## src/rtl/wb_stage.sv

```systemverilog
// wb_stage -- writeback stage of the integer pipeline.
//
// Takes one retiring instruction per mem_valid/mem_ready handshake. For
// non-loads the writeback value (ALU result, PC+4 or U-immediate) is
// registered at the accepting edge. For loads the stage parks in WAIT_LD
// until the data memory answers, then extracts, aligns and extends the
// requested byte/half/word. The result drives the register-file write port.
//
// Optional feature: define WB_RETIRE_CNT_EN to add the retire_count output
// (one increment per completed instruction, errored loads included).
//
// Ports:
//   clk, rst_n          clock (rising edge), asynchronous active-low reset
//   mem_valid/mem_ready handshake with the MEM stage
//   mem_rd, mem_regwrite destination register and write enable
//   mem_wb_sel          00 alu_out, 01 load, 10 pc+4, 11 u_imm
//   mem_funct3          load type
//   mem_alu_out         ALU result / load address
//   mem_pc, mem_u_imm   PC and U-type immediate
//   dmem_resp/rdata     data-memory read response and aligned word
//   WB_in/WB_rd/WB_load_regfile  register-file write port
//   wb_err              one-cycle pulse on misaligned or illegal load
//   retire_count        retired-instruction count (WB_RETIRE_CNT_EN only)
module wb_stage #(
  parameter int XLEN  = 32,
  parameter int CNT_W = 32
) (
  input  logic             clk,
  input  logic             rst_n,
  input  logic             mem_valid,
  output logic             mem_ready,
  input  logic [4:0]       mem_rd,
  input  logic             mem_regwrite,
  input  logic [1:0]       mem_wb_sel,
  input  logic [2:0]       mem_funct3,
  input  logic [XLEN-1:0]  mem_alu_out,
  input  logic [XLEN-1:0]  mem_pc,
  input  logic [XLEN-1:0]  mem_u_imm,
  input  logic             dmem_resp,
  input  logic [XLEN-1:0]  dmem_rdata,
  output logic [XLEN-1:0]  WB_in,
  output logic [4:0]       WB_rd,
  output logic             WB_load_regfile,
  output logic             wb_err
`ifdef WB_RETIRE_CNT_EN
  ,
  output logic [CNT_W-1:0] retire_count
`endif
);

  localparam logic [0:0] S_IDLE    = 1'b0;
  localparam logic [0:0] S_WAIT_LD = 1'b1;

  localparam logic [1:0] SEL_ALU  = 2'b00;
  localparam logic [1:0] SEL_LOAD = 2'b01;
  localparam logic [1:0] SEL_PC4  = 2'b10;

  logic [0:0]      r_state;
  logic [4:0]      r_ld_rd;
  logic            r_ld_we;
  logic [2:0]      r_ld_f3;
  logic [1:0]      r_ld_off;

  logic            w_accept;
  logic [XLEN-1:0] w_src;
  logic [XLEN:0]   w_ld;      // {error, aligned data}

  // Extract and extend load data; the top bit of the result flags a
  // misaligned access or an unsupported funct3.
  function automatic logic [XLEN:0] align_load(input logic [2:0]      f3,
                                               input logic [1:0]      off,
                                               input logic [XLEN-1:0] word);
    logic signed [7:0]  b;
    logic signed [15:0] h;
    logic [XLEN-1:0]    shifted;
    shifted = word >> {off, 3'b000};
    b       = shifted[7:0];
    h       = off[1] ? word[31:16] : word[15:0];
    case (f3)
      3'b000:  align_load = {1'b0, {(XLEN-8){b[7]}}, b};
      3'b100:  align_load = {1'b0, {(XLEN-8){1'b0}}, b};
      3'b001:  align_load = {off[0], {(XLEN-16){h[15]}}, h};
      3'b101:  align_load = {off[0], {(XLEN-16){1'b0}}, h};
      3'b010:  align_load = {|off, word};
      default: align_load = {1'b1, word};
    endcase
  endfunction

  assign mem_ready = (r_state == S_IDLE);
  assign w_accept  = mem_valid && mem_ready;
  assign w_ld      = align_load(r_ld_f3, r_ld_off, dmem_rdata);

  always_comb begin
    w_src = mem_u_imm;
    case (mem_wb_sel)
      SEL_ALU: w_src = mem_alu_out;
      SEL_PC4: w_src = mem_pc + XLEN'(4);
      default: w_src = mem_u_imm;
    endcase
  end

  always_ff @(posedge clk or negedge rst_n) begin
    if (!rst_n) begin
      r_state         <= S_IDLE;
      r_ld_rd         <= '0;
      r_ld_we         <= 1'b0;
      r_ld_f3         <= '0;
      r_ld_off        <= '0;
      WB_in           <= '0;
      WB_rd           <= '0;
      WB_load_regfile <= 1'b0;
      wb_err          <= 1'b0;
    end else begin
      WB_load_regfile <= 1'b0;
      wb_err          <= 1'b0;
      case (r_state)
        S_IDLE: begin
          if (w_accept) begin
            if (mem_wb_sel == SEL_LOAD) begin
              r_ld_rd  <= mem_rd;
              r_ld_we  <= mem_regwrite;
              r_ld_f3  <= mem_funct3;
              r_ld_off <= mem_alu_out[1:0];
              r_state  <= S_WAIT_LD;
            end else begin
              WB_in           <= w_src;
              WB_rd           <= mem_rd;
              WB_load_regfile <= mem_regwrite && (mem_rd != 5'd0);
            end
          end
        end
        default: begin
          if (dmem_resp) begin
            WB_in           <= w_ld[XLEN-1:0];
            WB_rd           <= r_ld_rd;
            WB_load_regfile <= !w_ld[XLEN] && r_ld_we && (r_ld_rd != 5'd0);
            wb_err          <= w_ld[XLEN];
            r_state         <= S_IDLE;
          end
        end
      endcase
    end
  end

`ifdef WB_RETIRE_CNT_EN
  logic w_retire;

  // Non-loads retire at acceptance, loads (errored or not) at the response.
  assign w_retire = (w_accept && (mem_wb_sel != SEL_LOAD)) ||
                    ((r_state == S_WAIT_LD) && dmem_resp);

  always_ff @(posedge clk or negedge rst_n) begin
    if (!rst_n)
      retire_count <= '0;
    else if (w_retire)
      retire_count <= retire_count + CNT_W'(1);
  end
`endif

endmodule

```

## config.mk

```make
export PLATFORM = sky130hd
export DESIGN_NAME = wb_stage
export DESIGN_NICKNAME = d
export VERILOG_FILES = /design/src/rtl/wb_stage.sv
export SDC_FILE = /design/constraint.sdc
export NUM_CORES = 1
export LEC_CHECK = 0
export BUFFER_PORTS_ARGS = -buffer_cell sky130_fd_sc_hd__buf_2
export CAP_MARGIN = 0
export CELL_PAD_IN_SITES_DETAIL_PLACEMENT = 0
export CELL_PAD_IN_SITES_GLOBAL_PLACEMENT = 1
export CORE_AREA = 2 2 114 116
export CTS_BUF_LIST = sky130_fd_sc_hd__clkbuf_16
export CTS_CLUSTER_DIAMETER = 120
export DETAILED_ROUTE_END_ITERATION = 8
export DIE_AREA = 0 0 116 118
export PLACE_DENSITY_LB_ADDON = 0.1
export SYNTH_ARGS = -nofsm -noshare
export SYNTH_HDL_FRONTEND = slang
export SYNTH_SLANG_ARGS = --single-unit
```

## constraint.sdc

```tcl
create_clock -name clk -period 2.3 [get_ports clk]
set_input_delay 0.46 -clock clk [delete_from_list [all_inputs] [get_ports clk]]
set_output_delay 0.46 -clock clk [all_outputs]
set_load 0.02 [all_outputs]
```

==> summary.md, run 1 <==
| Metric | Value |
|---|---|
| Initial antenna violation count | `0` |
| Post-Synthesis Cells | `500` |
| Post-synth EDFFs | `0` |
| Type of the worst setup path | `reg -> reg` |
| Final Total Pwr | `between 3 and 4 mW` |
| Via count of the first global-routing pass | `roughly 4400` |
| Final design instance area without fill | `5340 µm²` |
| Sw Pwr | `approximately 1.4 mW` |
| Final cell count without fillers | `848` |
| Cell types occupying the most area after synthesis | `dfrtp_1, nand2_1, nor2_1` |
| Layout cell share with drive strength beyond 1 | `a little over a third` |
| Biggest fanout along the worst timing path | `31` |
| Buffering stage count on the worst path with inverters included | `1` |
| Period Utilization, post-route | `around 85%` |
| Cell type contributing the most total cell area after synthesis | `dfrtp_1` |
| Fraction of power consumed by the clock network | `26.5%` |
| Switching fraction of total power | `37.8%` |
| Clk root buf | `clkbuf_16` |
| Worst min path class | `in -> async` |
| Area of the mapped netlist | `3990 µm²` |
| Critical path launch point type | `flip-flop` |
| Critical path, cell by cell | `nor2b_1, nand2_1, nand2_1, buf_4, o21ai_0, a221oi_1` |
| Number of vias per cell | `5.33` |
| Post-detailed-placement half-perimeter wirelength | `about 13 mm` |
| Pin count of the biggest net entering global routing | `52` |
| Top-area cell type share of the netlist area | `approximately a third` |
| WP data arrival | `between 2000 and 2500 ps` |
| FF+latch count, synth | `slightly above 50` |
| Worst Path Required | `about 2500 ps` |
| Adder-cell area share of the yosys netlist | `less than 1%` |
| Die Height | `118 µm` |
| Total area of multi-input combinational cells | `between 2000 and 3000 µm²` |
| Sequential element share of the synthesized area | `32.0%` |
| Leakage power of the design | `approximately 2.4 nW` |
| Remaining routing DRC violations | `0` |
| Synthesis-to-finish area growth | `33.8%` |
| Post-Place Cells | `between 800 and 900` |
| Source-to-sink clock delay at the later pin of the worst-skew pair | `~290 ps` |
| Share of synthesized cell area in and, or, nand and nor gates | `a little under a quarter` |
| Clock tree from TritonCTS | `done` |
| Largest stage delay, worst path | `between 300 and 400 ps` |
| Area taken by flip-flops and latches | `~1300 µm²` |
| Sum of negative setup slack | `0 ps` |
| CTS Buf Count | `5` |
| Total number of yosys warnings | `0` |
| Final setup violation count | `0` |
| Final Wtd Congestion | `between 0.8 and 0.9` |
| Power share of the combinational group | `between 30 and 40%` |
| Clock slew at the register clock pins of the worst setup and hold paths | `70 ps` |
| Total wirelength of the detailed-routed design | `about 16 mm` |
| Post-CTS Repair Setup Buffers | `0` |
| Net count of the mapped netlist | `between 600 and 700` |
| CTS Hold Buffers Added | `0` |
| Die W | `116 µm` |
| # resized after CTS | `0` |
| Leading register cell type out of synthesis | `dfrtp_1` |
| Clock Skews | `approximately 9 ps` |
| Wire length of the first global-routing pass | `roughly 24 mm` |
| Final design utilization | `between 40% and 50%` |
| Number of violations of the max-capacitance limit | `0` |
| Mean post-synth cell area | `7.99 µm²` |
| Peak supply drop | `~0.47 mV` |
| Global-route usage over all layers | `between 20% and 30%` |
| Count of pins on the block boundary | `between 150 and 200` |
| Result of the run | `completed` |
| Relative slew margins | `a little over half` |
| Area of the die | `~14000 µm²` |
| Measured slew at the worst slew-check pin | `around 720 ps` |
| Area of the core | `about 12000 µm²` |
| Power density over the cells | `688 nW/µm²` |
| Fin worst setup slack | `~340 ps` |
| Slew Limit Fails | `0` |
| Max stage delay cell, worst path | `dfrtp_1` |
| Avg WL per Cell | `between 15 and 20 µm` |
| Share of the synthesized area in compound gates (AO/OA/AOI/OAI) | `between 20 and 30%` |
| Setup slack at placement | `between 50 and 60 ps` |
| First-pass detailed-route iteration total | `4` |
| Internal Power | `about 2.3 mW` |
| Timing-limited maximum frequency | `511 MHz` |
| Largest family of logic cells by synthesized area | `compound AO/OA/AOI/OAI gates` |
| Initial Utilization | `approximately 32%` |
| Initial detailed-routing violation count | `about 250` |
| Total via count after detailed routing | `between 4000 and 5000` |
| Clock sink count | `between 50 and 60` |
| Antenna-violating nets left | `0` |
| RSZ-0062 raised after global routing | `false` |
| GR Overflow Total | `0` |
| Power share of the sequential group | `about a third` |
| Number of standard-cell rows in the floorplan | `between 40 and 50` |
| Antenna diode instance count | `0` |
| Number of library cell types mapped by synthesis | `56` |
| CP top delay family | `simple AND/OR/NAND/NOR gates` |
| Count of buffers inserted at the top-level ports | `182` |
| Fill cell count | `roughly 1400` |
| Most frequent cell on the critical path | `nand2_1` |
| Area share of xor/xnor cells in the synthesized design | `under 10%` |
| Post-synthesis async set-or-reset flop share | `100%` |
| Nets | `approximately 800` |
| Hold Vio Cnt, Final | `0` |
| CTS H-tree depth | `2` |
| Worst Hold Slack | `291 ps` |
| Crit path capture type | `flip-flop` |
| Bufs on Longest Clock Path | `2` |
| Tmin final | `1960 ps` |
| Mux share of post-synthesis cell area | `under 10%` |
| Post-DP Area | `5150 µm²` |
==> cell type report <==
| type | count | area share, % |
|---|---|---|
| multi-input combinational | 400 | 47.2 |
| clock buffer | 5 | 2.34 |
| sequential | 51 | 23.9 |
| inverter | 12 | 0.843 |
| tap | 172 | 4.03 |
| clock inverter | 3 | 1.19 |
| timing repair buffer | 205 | 20.5 |
==> layer usage <==
| metal | track usage, % | wire length (µm) | vias to the layer above |
|---|---|---|---|
| met5 | 0 | 0 | - |
| met4 | 3.94 | 160 | 0 |
| met3 | 2.73 | 743 | 13 |
| met2 | 39.6 | 8070 | 124 |
| met1 | 31.8 | 7230 | 2165 |
| li1 | - | - | 2217 |
==> registers in the layout, indices dropped and copies added (netlist names) <==
name             count
WB_in               32
WB_rd                5
r_ld_rd              5
r_ld_f3              3
r_ld_off             2
WB_load_regfile      1
r_ld_we              1
r_state              1
wb_err               1
==> synth_stat cells, types with 6 or more instances <==
cell / number
clkbuf_1: 32
a211oi_1: 24
xnor2_1: 7
nand3_1: 13
mux2_2: 11
inv_1: 12
nor3_1: 8
xor2_1: 8
nor2_1: 58
a221oi_1: 14
o21ai_1: 11
a21oi_1: 33
dfrtp_1: 51
nor2b_1: 11
a221o_1: 6
o21ai_0: 16
nor4_1: 10
mux2i_1: 12
a31oi_1: 8
o31a_1: 8
nand2_1: 65
==> logic make-up (layout without fill, tap and decap cells) <==
kind of cell    after synthesis  after routing
compound gates              163            163
xor+xnor                     15             15
fa+ha+maj                     1              1
buf+inv                      49            225
flops                        51             51
mux                          25             25
simple gates                196            196
==> power by group through the flow <==
stage               sequential (mW)  clock [mW]  combinational (mW)
floorplan                      1.41           0               0.676
global placement               1.26           0                1.45
detailed placement             1.26           0                1.46
CTS                            1.25       0.990                1.46
global route                   1.27        1.02                1.58
finish                         1.25       0.973                1.46
==> path summary, 6_finish.rpt <==
path	from	to	slack, ps	depth (start not counted)
worst max-delay path	r_state	WB_in[22]	340	6
worst min-delay path	rst_n	WB_rd[4]	290	2
worst max register to register	r_state	WB_in[22]	340	6
worst min register to register	WB_rd[2]	WB_rd[2]	480	2
max in group asynchronous	rst_n	WB_in[15]	1510	2
min in group clk	mem_funct3[0]	r_ld_f3[0]	410	2
==> cell usage in the layout (no fill, tap or decap), types with 8 or more instances in the layout <==
| master | instances |
|---|---|
| mux2_2 | 11 |
| a31oi_1 | 8 |
| o31a_1 | 8 |
| xor2_1 | 8 |
| nand2_1 | 65 |
| a21oi_1 | 33 |
| o21ai_1 | 11 |
| mux2i_1 | 12 |
| nor2b_1 | 11 |
| a211oi_1 | 24 |
| buf_2 | 182 |
| nor3_1 | 8 |
| nor2_1 | 58 |
| dfrtp_1 | 51 |
| inv_1 | 13 |
| buf_4 | 22 |
| nor4_1 | 10 |
| nand3_1 | 13 |
| o21ai_0 | 16 |
| a221oi_1 | 14 |
(Power assumes the default switching activity.)
==> run 2, diff against run 1 <==
==> constraint.sdc (replaced) <==
create_clock -name clk -period 2.3 [get_ports clk]
set_input_delay 0.23 -clock clk [delete_from_list [all_inputs] [get_ports clk]]
set_output_delay 0.23 -clock clk [all_outputs]
set_load 0.02 [all_outputs]
==> summary.md, run 2 (synthesized netlist as in run 1, its figures left out) <==
| Metric | Value |
|---|---|
| Tmin final | `about 2100 ps` |
| Antenna-violating nets left | `0` |
| Layout cell share with drive strength beyond 1 | `a little over a third` |
| Fraction of power consumed by the clock network | `between 20% and 30%` |
| Die W | `approximately 120 µm` |
| Worst Hold Slack | `154 ps` |
| Initial Utilization | `about a third` |
| Number of vias per cell | `roughly 5.3` |
| Setup slack at placement | `approximately 240 ps` |
| Die Height | `about 120 µm` |
| Final design utilization | `43.0%` |
| Max reg flops | `32` |
| Relative slew margins | `52.1%` |
| Avg WL per Cell | `roughly 19 µm` |
| Count of buffers inserted at the top-level ports | `roughly 180` |
| First-pass detailed-route iteration total | `7` |
| Final Wtd Congestion | `roughly 0.9` |
| Leading cell types in the layout, fill and taps excluded | `buf_2, nand2_1, nor2_1` |
| Total area of multi-input combinational cells | `between 2000 and 3000 µm²` |
| Sum of negative setup slack | `0 ps` |
| Number of violations of the max-capacitance limit | `0` |
| Nets | `between 800 and 900` |
| Result of the run | `completed` |
| Synthesis-to-finish area growth | `33.8%` |
| Internal Power | `between 2 and 2.5 mW` |
| Post-CTS Repair Setup Buffers | `0` |
| Worst Hold End | `r_ld_f3[2]` |
| GR Overflow Total | `0` |
| Clock tree from TritonCTS | `done` |
| Post-detailed-placement half-perimeter wirelength | `13.4 mm` |
| Initial detailed-routing violation count | `roughly 290` |
| Worst min path class | `in -> reg` |
| Path depth of the worst reg2reg path | `5` |
| Biggest fanout along the worst timing path | `9` |
| Number of standard-cell rows in the floorplan | `41` |
| Count of cells along the worst hold path | `2` |
| Sw Pwr | `1.40 mW` |
| Total wirelength of the detailed-routed design | `around 16 mm` |
| Clock Skews | `roughly 5 ps` |
| Switching fraction of total power | `39.1%` |
| Clk root buf | `clkbuf_16` |
| Power share of the sequential group | `34.9%` |
| Area taken by flip-flops and latches | `1280 µm²` |
| Leakage power of the design | `approximately 2.4 nW` |
| Worst min-delay path startpoint | `mem_funct3[2]` |
| Source-to-sink clock delay at the later pin of the worst-skew pair | `310 ps` |
| Worst flop-to-flop path endpoint | `WB_in[10]` |
| Hold Vio Cnt, Final | `0` |
| Crit Reg-Reg Startpoint | `r_ld_off[1]` |
| CTS H-tree depth | `2` |
| Final cell count without fillers | `between 800 and 900` |
| Area of the core | `12400 µm²` |
| Fin worst setup slack | `242 ps` |
| Global-route usage over all layers | `a little under a quarter` |
| Power share of the combinational group | `roughly two fifths` |
| Via count of the first global-routing pass | `between 4000 and 5000` |
| Biggest register | `WB_in` |
| Clock slew at the register clock pins of the worst setup and hold paths | `~70 ps` |
| Count of pins on the block boundary | `183` |
| Most common library cell in the layout ignoring fill and taps | `buf_2` |
| Internal reg-to-reg setup slack | `240 ps` |
| Type of the worst setup path | `reg -> reg` |
| Pin count of the biggest net entering global routing | `44` |
| Measured slew at the worst slew-check pin | `a little over 700 ps` |
| Worst Path Required | `between 2000 and 2500 ps` |
| Crit path capture type | `flip-flop` |
| RSZ-0062 raised after global routing | `false` |
| Period Utilization, post-route | `approximately nine tenths` |
| Top flop regs | `WB_in: 32 flops, WB_rd: 5 flops, r_ld_rd: 5 flops` |
| Slew Limit Fails | `0` |
| Total via count after detailed routing | `about 4500` |
| Initial antenna violation count | `1` |
| Post-Place Cells | `841` |
| Timing-limited maximum frequency | `between 400 and 500 MHz` |
| Bufs on Longest Clock Path | `2` |
| Fill cell count | `1372` |
| CTS Buf Count | `5` |
| Wire length of the first global-routing pass | `between 20 and 25 mm` |
| Final setup violation count | `0` |
| Peak supply drop | `between 0.2 and 0.3 mV` |
| Critical path launch point type | `flip-flop` |
| Area of the die | `around 14000 µm²` |
| Power density over the cells | `671 nW/µm²` |
| Clock sink count | `51` |
| Remaining routing DRC violations | `0` |
| WP data arrival | `between 2000 and 2500 ps` |
==> run 2: layout make-up <==
cell class                 instances  area share (%)
tap                              172            4.03
inverter                          12           0.843
timing repair buffer             207            20.8
clock buffer                       5            2.34
clock inverter                     3           0.796
multi-input combinational        400            47.2
antenna                            1          0.0468
sequential                        51            23.9
==> run 2: metal layers <==
layer	GRT usage (%)	up-vias	share of wire (%)
met5	0	-	0
met4	7.51	0	2.4
met3	4.17	22	6.6
met2	38.6	165	48
met1	31.6	2138	43
li1	-	2222	-
==> run 2: timing repair <==
| action | in CTS | in global routing |
|---|---|---|
| hold endpoints to repair | 21 | 0 |
| hold buffers | 1 | 0 |
| gates resized for setup | 0 | 0 |
| endpoints found under the setup margin | 0 | 0 |
==> run 2: worst max-delay path, stage by stage, from the launching register on <==
cell,delay [ps]
dfrtp_1,570
mux4_2,570
nand3b_1,100
nand2_1,190
a2111oi_0,410
a211oi_1,90
==> run 2: stage by stage <==
stage | area, µm² | total power [mW]
after floorplan | 3990 | 2.09
after global placement | 5160 | 2.71
after detailed placement | 5160 | 2.72
after CTS | 5340 | 3.61
after global routing | 5340 | 3.79
final | 5340 | 3.59
==> run 2: worst max path at each step <==
stage                     start        end  slack, ps  cells after the start
floorplan           r_ld_off[1]  WB_in[17]        410                      5
CTS                 r_ld_off[1]  WB_in[10]        260                      5
finish              r_ld_off[1]  WB_in[10]        240                      5
global route        r_ld_off[1]  WB_in[10]         40                      5
global placement      mem_pc[2]  WB_in[14]        230                      7
detailed placement    mem_pc[2]  WB_in[14]        240                      7
==> run 2: power by group through the flow <==
stage          combinational (mW)  clock (mW)  sequential [mW]
2_1_floorplan               0.676           0             1.41
3_3_place_gp                 1.44           0             1.27
3_5_place_dp                 1.45           0             1.27
4_1_cts                      1.46       0.897             1.26
5_1_grt                      1.58       0.931             1.28
6_report                     1.45       0.886             1.25
